<file path="src/rtl/ysyx_23060187_ifu_fetch.sv">
// Instruction fetch stage: issues one AXI-lite-style read per PC and holds the
// returned instruction for decode; errors park the stage in ERR until reset.
module ysyx_23060187_ifu_fetch #(
  parameter int CNT_W   = 32,
  parameter int TIMEOUT = 255
) (
  input  logic             clk,
  input  logic             rst,
  input  logic [31:0]      pc,
  input  logic             fetch_en,
  output logic [31:0]      araddr,
  output logic             arvalid,
  input  logic             arready,
  input  logic [31:0]      rdata,
  input  logic [1:0]       rresp,
  input  logic             rvalid,
  output logic             rready,
  output logic [31:0]      inst,
  output logic [31:0]      inst_pc,
  output logic             inst_valid,
  input  logic             inst_ready,
  output logic             pc_advance,
  output logic             fetch_err,
  output logic [31:0]      err_pc,
  output logic [1:0]       err_code,
  output logic [CNT_W-1:0] fetch_cnt
);

  localparam int TW = (TIMEOUT < 2) ? 1 : $clog2(TIMEOUT + 1);

  typedef enum logic [2:0] {IDLE, REQ, WAIT, HOLD, ERR} state_t;

  state_t        state;
  logic [TW-1:0] wait_cnt;
  logic          timed_out;

  // The counter holds the number of completed WAIT cycles, so the cycle that
  // would make it reach TIMEOUT is the one that raises the error.
  assign timed_out  = (TIMEOUT != 0) && (wait_cnt == TW'(TIMEOUT - 1));
  assign pc_advance = (state == HOLD) && inst_ready;

  always_ff @(posedge clk or negedge rst) begin
    if (!rst) begin
      state      <= IDLE;
      wait_cnt   <= '0;
      araddr     <= '0;
      arvalid    <= 1'b0;
      rready     <= 1'b0;
      inst       <= '0;
      inst_pc    <= '0;
      inst_valid <= 1'b0;
      fetch_err  <= 1'b0;
      err_pc     <= '0;
      err_code   <= '0;
      fetch_cnt  <= '0;
    end else begin
      case (state)
        IDLE: begin
          if (fetch_en) begin
            if (pc[1:0] == 2'b00) begin
              araddr  <= pc;
              arvalid <= 1'b1;
              state   <= REQ;
            end else begin
              err_pc    <= pc;
              err_code  <= 2'd1;
              fetch_err <= 1'b1;
              state     <= ERR;
            end
          end
        end
        REQ: begin
          if (arready) begin
            arvalid <= 1'b0;
            rready  <= 1'b1;
            state   <= WAIT;
          end
        end
        WAIT: begin
          if (rvalid) begin
            rready   <= 1'b0;
            wait_cnt <= '0;
            if (rresp == 2'b00) begin
              inst       <= rdata;
              inst_pc    <= araddr;
              inst_valid <= 1'b1;
              state      <= HOLD;
            end else begin
              err_pc    <= araddr;
              err_code  <= 2'd2;
              fetch_err <= 1'b1;
              state     <= ERR;
            end
          end else if (timed_out) begin
            rready    <= 1'b0;
            wait_cnt  <= '0;
            err_pc    <= araddr;
            err_code  <= 2'd3;
            fetch_err <= 1'b1;
            state     <= ERR;
          end else begin
            wait_cnt <= wait_cnt + TW'(1);
          end
        end
        HOLD: begin
          if (inst_ready) begin
            inst_valid <= 1'b0;
            fetch_cnt  <= fetch_cnt + CNT_W'(1);
            state      <= IDLE;
          end
        end
        ERR: begin
          state <= ERR;
        end
        default: state <= IDLE;
      endcase
    end
  end

endmodule

</file>
<file path="config.mk">
export PLATFORM = sky130hd
export DESIGN_NAME = ysyx_23060187_ifu_fetch
export DESIGN_NICKNAME = d
export VERILOG_FILES = /design/src/rtl/ysyx_23060187_ifu_fetch.sv
export SDC_FILE = /design/constraint.sdc
export NUM_CORES = 1
export LEC_CHECK = 0
export BUFFER_PORTS_ARGS = -buffer_cell sky130_fd_sc_hd__buf_2
export CAP_MARGIN = 20
export CORE_MARGIN = 5
export CORE_UTILIZATION = 40
export DETAILED_ROUTE_END_ITERATION = 6
export GPL_ROUTABILITY_DRIVEN = 0
export GPL_TIMING_DRIVEN = 0
export PLACE_DENSITY = 0.65
export SYNTH_ARGS = -nofsm -noshare
export SYNTH_HDL_FRONTEND = slang
export SYNTH_SLANG_ARGS = --single-unit
</file>
<file path="constraint.sdc">
create_clock -name clk -period 3.7 [get_ports clk]
set_clock_uncertainty 0.05 [all_clocks]
set_input_delay 0.37 -clock clk [delete_from_list [all_inputs] [get_ports clk]]
set_output_delay 0.37 -clock clk [all_outputs]
set_load 0.01 [all_outputs]
</file>
==> metrics.txt, run 1 <==
status=completed; I/O Buffers=238; WL final=19800 um; # placed instances=1066; initial antenna violation count=2; Pwr Density=574 nW/um2; top cell type's share of synthesized area=58.7%; post-DP HPWL=14300 um; Synth async-reset ratio=100%; RSZ-0062 raised after global routing=false; GRT busiest layer=met2; hold-fix buffer count after cts=1; via count=5724; ys flop type=dfrtp_1; Post-Synthesis Cells=593; largest net degree at the start of global routing=91; syn_nets=668; # diodes=0; Area Growth Syn to Fin=27.9%; clk root buf=clkbuf_16; initial core utilization=40.5%; first-pass GRT wire length=32500 um; flop and latch count out of synthesis=177; grt met1 use=24.1%; layout cell share with drive strength beyond 1=48.1%; area of the core=18600 um2; remaining antenna violation count after routing=0; non-filler cells, final=1099; total CTS buffers=17; Die Ht=147 um; CTS tree=yes; Final Hold Slack=0.125 ns; WP data required=3.96 ns; hold path cells=2; Max rail drop VDD=0.000318 V; DR iter-0 viols=338; CTS clk-pin slew, worst paths=0.07 ns; CTS H-tree depth=4; clock latency on the worst-skew pair=0.42 ns; Synth area leader=dfrtp_1; largest cells by area after synthesis=dfrtp_1, mux2_2, o221a_2; Avg Cell Area, Syn=12.7 um2; hold path start=rdata[22]; sequential fraction of the synthesis area=58.7%; met3 usage=5.18%; final setup vio count=0; LEAKAGE=5.03 nW; post-synth cell types=50; critical path arrival=2.67 ns; Post-synth EDFFs=0; Critical R2R Launch=state[2]; fin crit share=65.3%; clock sinks=177; PostCTS Resize Cnt=0; TritonRoute pass-1 iters=4; Fin. Hold Viols=0; gr ovfl total=0; CP Max Fanout=10; post-CTS setup buffer count=0; most frequent cells in the layout=buf_2, dfrtp_1, mux2_2; DRC=0; R2R setup slack=1.28 ns; die footprint=21700 um2; RR Endpoint=inst_pc[23]; Period minus WS final=2.42 ns; crit end category=register; HP Class=primary input to register; Max Root-Sink Buffers=2; # rows=50; relative slew slack=50.2%; M2 GR Usage=30.3%; critical path type=register to register; io pins=239; Vias/cell=5.21; Final nets=927; Hold EP=inst[22]; Max-cap violations=0; Wirelength per Cell=18.0 um; Slew @ Worst Pin=0.748 ns; critical path startpoint category=register; max-slew violation count=0; synthesized cell area=7550 um2; most common cell after layout, fill and taps aside=buf_2; vias in the first global route=5957; FF-to-FF path depth=4; Peak Freq=414 MHz; Yosys warning count=0; GRT Overall Usage=18.6%; die width=147 um
[report_power, final]
group	internal (mW)	switching [mW]
Combinational	0.621	0.603
Clock	0.952	0.818
Sequential	2.28	0.265
Total	3.86	1.69
[stage by stage]
stage	TNS, ns	util [%]	power, mW	cell area, um2	setup WS, ns
floorplan	0	-	3.20	7550	1.86
global placement	-133.85	48.5	3.80	9030	-0.769
detailed placement	0	48.7	3.83	9070	1.23
CTS	0	51.8	5.62	9650	1.22
global route	0	51.8	5.85	9650	1.14
finish	0	51.8	5.54	9650	1.28
[metal layers]
metal / part of all wire (%) / vias to the layer above
met4: 2.3 / 4
met1: 43 / 2833
met3: 6.2 / 29
met2: 49 / 167
met5: 0.14 / -
li1: - / 2691
[area by class of cell]
| class | instances | area [um2] |
|---|---|---|
| buffer | 37 | 168 |
| sequential | 177 | 4430 |
| inverter | 14 | 52.6 |
| clock buffer | 17 | 425 |
| tap | 234 | 293 |
| clock inverter | 15 | 148 |
| timing repair buffer | 240 | 1240 |
| multi-input combinational | 365 | 2900 |
| fill | 1708 | 8990 |
[critical path, stage by stage (launching register included)]
cell      delay, ns
dfrtp_1        0.40
nor3b_2        0.50
nand2_1        0.51
clkbuf_1       0.45
mux2_2         0.38
[logic make-up after synthesis]
family,count (synthesis),share of synthesized area [%]
muxes,99,14.7
adders and majority gates,3,0.497
xor gates and xnor gates,31,3.60
AOI/OAI and AO/OA,128,11.7
buffers and inverters,51,2.92
DFF,177,58.7
and+or+nand+nor,104,7.96
[cell usage after synthesis, drive strengths merged, types with 2 or more instances]
| master | n |
|---|---|
| buf | 12 |
| and4 | 2 |
| nand4 | 9 |
| o221a | 32 |
| clkbuf | 25 |
| inv | 14 |
| nor2 | 7 |
| nand2 | 24 |
| nor4b | 2 |
| and3 | 5 |
| nor2b | 2 |
| dfrtp | 177 |
| and2 | 3 |
| or2 | 2 |
| nor4 | 3 |
| nand3 | 11 |
| xnor2 | 13 |
| nor3 | 18 |
| ha | 3 |
| xor2 | 18 |
| mux2 | 96 |
| a21oi | 41 |
| mux2i | 3 |
| or4 | 4 |
| nand2b | 4 |
| o21ai | 44 |
| nor3b | 4 |
[flip-flops by register name (all words and copies together), names as in the netlist, 2 cells and up]
signal / cells
araddr: 32
state: 3
inst: 32
err_code: 2
inst_pc: 32
fetch_cnt: 32
wait_cnt: 8
err_pc: 32
[worst max path at each step]
stage | start | to | slack, ns | cells after the start
finish | state[2] | inst_pc[23] | 1.28 | 4
global route | state[1] | inst_pc[16] | 1.14 | 4
CTS | state[2] | inst_pc[23] | 1.22 | 4
detailed placement | rvalid | inst_pc[23] | 1.23 | 5
global placement | rst | inst[18] | -0.77 | 1
floorplan | state[2] | wait_cnt[6] | 1.86 | 6
Power figures use the tool's default switching activity.
==> run 2, diff against run 1 <==
==> constraint.sdc (replaced) <==
create_clock -name clk -period 2.4 [get_ports clk]
set_clock_uncertainty 0.05 [all_clocks]
set_input_delay 0.24 -clock clk [delete_from_list [all_inputs] [get_ports clk]]
set_output_delay 0.24 -clock clk [all_outputs]
set_load 0.01 [all_outputs]
==> metrics.txt, run 2 (same netlist as run 1, synthesis figures left out) <==
Peak Freq=446 MHz (was 414 MHz); Design Area, Final=10100 um2 (was 9650 um2); die footprint=21700 um2 (unchanged); Max-cap violations=0 (unchanged); Final Hold Slack=0.0179 ns (was 0.125 ns); DR iter-0 viols=389 (was 338); Pwr Density=853 nW/um2 (was 574 nW/um2); Vias/cell=5.16 (was 5.21); placed cell area=9070 um2 (unchanged); grt met1 use=24.1% (about the same); Critical R2R Launch=state[2] (unchanged); fillers=1652 (was 1708); CTS H-tree depth=4 (unchanged); WL final=20300 um (was 19800 um); overall power=8.60 mW (was 5.54 mW); final setup vio count=0 (unchanged); critical path startpoint category=register (unchanged); max incr delay on CP=0.52 ns (was 0.51 ns); fin crit share=93.3% (was 65.3%); HP Class=primary input to register (unchanged); critical path type=register to register (unchanged); relative slew slack=51.1% (was 50.2%); # diodes=0 (unchanged); most frequent cells in the layout=buf_2, dfrtp_1, mux2_2 (unchanged); post-DP HPWL=14300 um (unchanged); DRC=0 (unchanged); Wirelength per Cell=17.8 um (was 18.0 um); gr ovfl total=0 (unchanged); max-slew violation count=0 (unchanged); initial core utilization=40.5% (unchanged); clock latency on the worst-skew pair=0.42 ns (about the same); Max rail drop VDD=0.000491 V (was 0.000318 V); GRT busiest layer=met2 (unchanged); GRT Overall Usage=19.0% (was 18.6%); Area Growth Syn to Fin=33.6% (was 27.9%); CTS clk-pin slew, worst paths=0.07 ns (about the same); Slew @ Worst Pin=0.733 ns (was 0.748 ns); critical path arrival=2.49 ns (was 2.67 ns); most common cell after layout, fill and taps aside=buf_2 (unchanged); Die Ht=147 um (unchanged); CP Max Fanout=10 (unchanged); met3 usage=4.94% (was 5.18%); largest net degree at the start of global routing=91 (unchanged); clock sinks=177 (unchanged); Max Root-Sink Buffers=2 (unchanged); total CTS buffers=17 (unchanged); Fin. Hold Viols=0 (unchanged); Period minus WS final=2.24 ns (was 2.42 ns); LEAKAGE=5.21 nW (was 5.03 nW); first-pass GRT wire length=33300 um (was 32500 um); I/O Buffers=238 (unchanged); Final nets=970 (was 927); crit end category=register (unchanged); area of the core=18600 um2 (unchanged); Worst path slowest cell=nor3b_2 (was nand2_1); layout cell share with drive strength beyond 1=46.1% (was 48.1%); die width=147 um (unchanged); initial antenna violation count=2 (unchanged); Worst Setup SP=state[2] (unchanged); vias in the first global route=6143 (was 5957); hold path start=pc[10] (was rdata[22]); status=completed (unchanged); TritonRoute pass-1 iters=4 (unchanged); M2 GR Usage=31.8% (was 30.3%); remaining antenna violation count after routing=0 (unchanged); clk root buf=clkbuf_16 (unchanged); # rows=50 (unchanged); RSZ-0062 raised after global routing=false (unchanged); CTS tree=yes (unchanged); io pins=239 (unchanged); via count=5890 (was 5724); worst-path cell chain=nor3b_2, nand2_2, clkbuf_1, mux2_2 (was nor3b_2, nand2_1, clkbuf_1, mux2_2); WP data required=2.65 ns (was 3.96 ns)
==> run 2: cell types whose count changed in the layout (fill, tap and decap cells not counted) <==
cell | previous run | this run
nand2_1 | 24 | 23
buf_4 | 1 | 2
clkbuf_1 | 25 | 24
nand2_2 | 0 | 1
clkbuf_2 | 0 | 1
dlygate4sd3_1 | 1 | 43
==> run 2: metrics by stage <==
stage / worst slack [ns] / TNS (ns) / utilization [%] / std cells
global placement: -1.94 / -341.63 / 48.5 / 1065
global route: 0.0302 / 0 / 54.1 / 1142
detailed placement: -0.0742 / -1.13 / 48.7 / 1066
finish: 0.160 / 0 / 54.1 / 1142
CTS: 0.0993 / 0 / 54.1 / 1141
floorplan: 0.556 / 0 / - / 593
==> run 2: timing repair <==
| action | 4_1_cts | 5_1_grt |
|---|---|---|
| gates cloned | 0 | 0 |
| hold endpoints to repair | 131 | 0 |
| hold buffers | 43 | 0 |
| setup endpoints to repair | 20 | 3 |
| setup buffers | 0 | 1 |
| pin swaps | 0 | 1 |
| gates resized for setup | 1 | 2 |
==> run 2: worst paths after layout <==
check	endpoint	slack, ns	cells after the start
setup / recovery	inst_pc[4]	0.16	4
min in group asynchronous	inst_pc[29]	0.37	2
max in group asynchronous	err_pc[11]	1.04	3
setup reg to reg	inst_pc[4]	0.16	4
hold reg to reg	fetch_cnt[31]	0.42	1
hold / removal	araddr[10]	0.02	2
==> run 2: power by group <==
part	switching (mW)	leakage (nW)	internal [mW]	total [mW]
Combinational	0.942	2.66	1.00	1.94
Sequential	0.409	2.27	3.52	3.93
Clock	1.26	0.285	1.47	2.73
==> run 2: routing by layer <==
| layer | up-vias | wire length [um] |
|---|---|---|
| li1 | 2776 | - |
| met1 | 2913 | 8510 |
| met2 | 164 | 10000 |
| met3 | 33 | 1250 |
| met4 | 4 | 529 |
| met5 | - | 21 |
==> run 2: final cells by class <==
| class | instances | area (um2) | area share [%] |
|---|---|---|---|
| Buffer | 37 | 169 | 1.67 |
| Inverter | 14 | 52.6 | 0.521 |
| Tap cell | 234 | 293 | 2.90 |
| Sequential cell | 177 | 4430 | 43.9 |
| Clock inverter | 15 | 148 | 1.46 |
| Clock buffer | 17 | 425 | 4.22 |
| Timing Repair Buffer | 283 | 1670 | 16.5 |
| Multi-Input combinational cell | 365 | 2900 | 28.8 |
==> run 2: critical path, delay by kind of cell (launching register included) <==
kind / cells / cell delay (ns)
simple gates: 2 / 0.88
buf+inv: 1 / 0.41
flops: 1 / 0.40
mux: 1 / 0.37
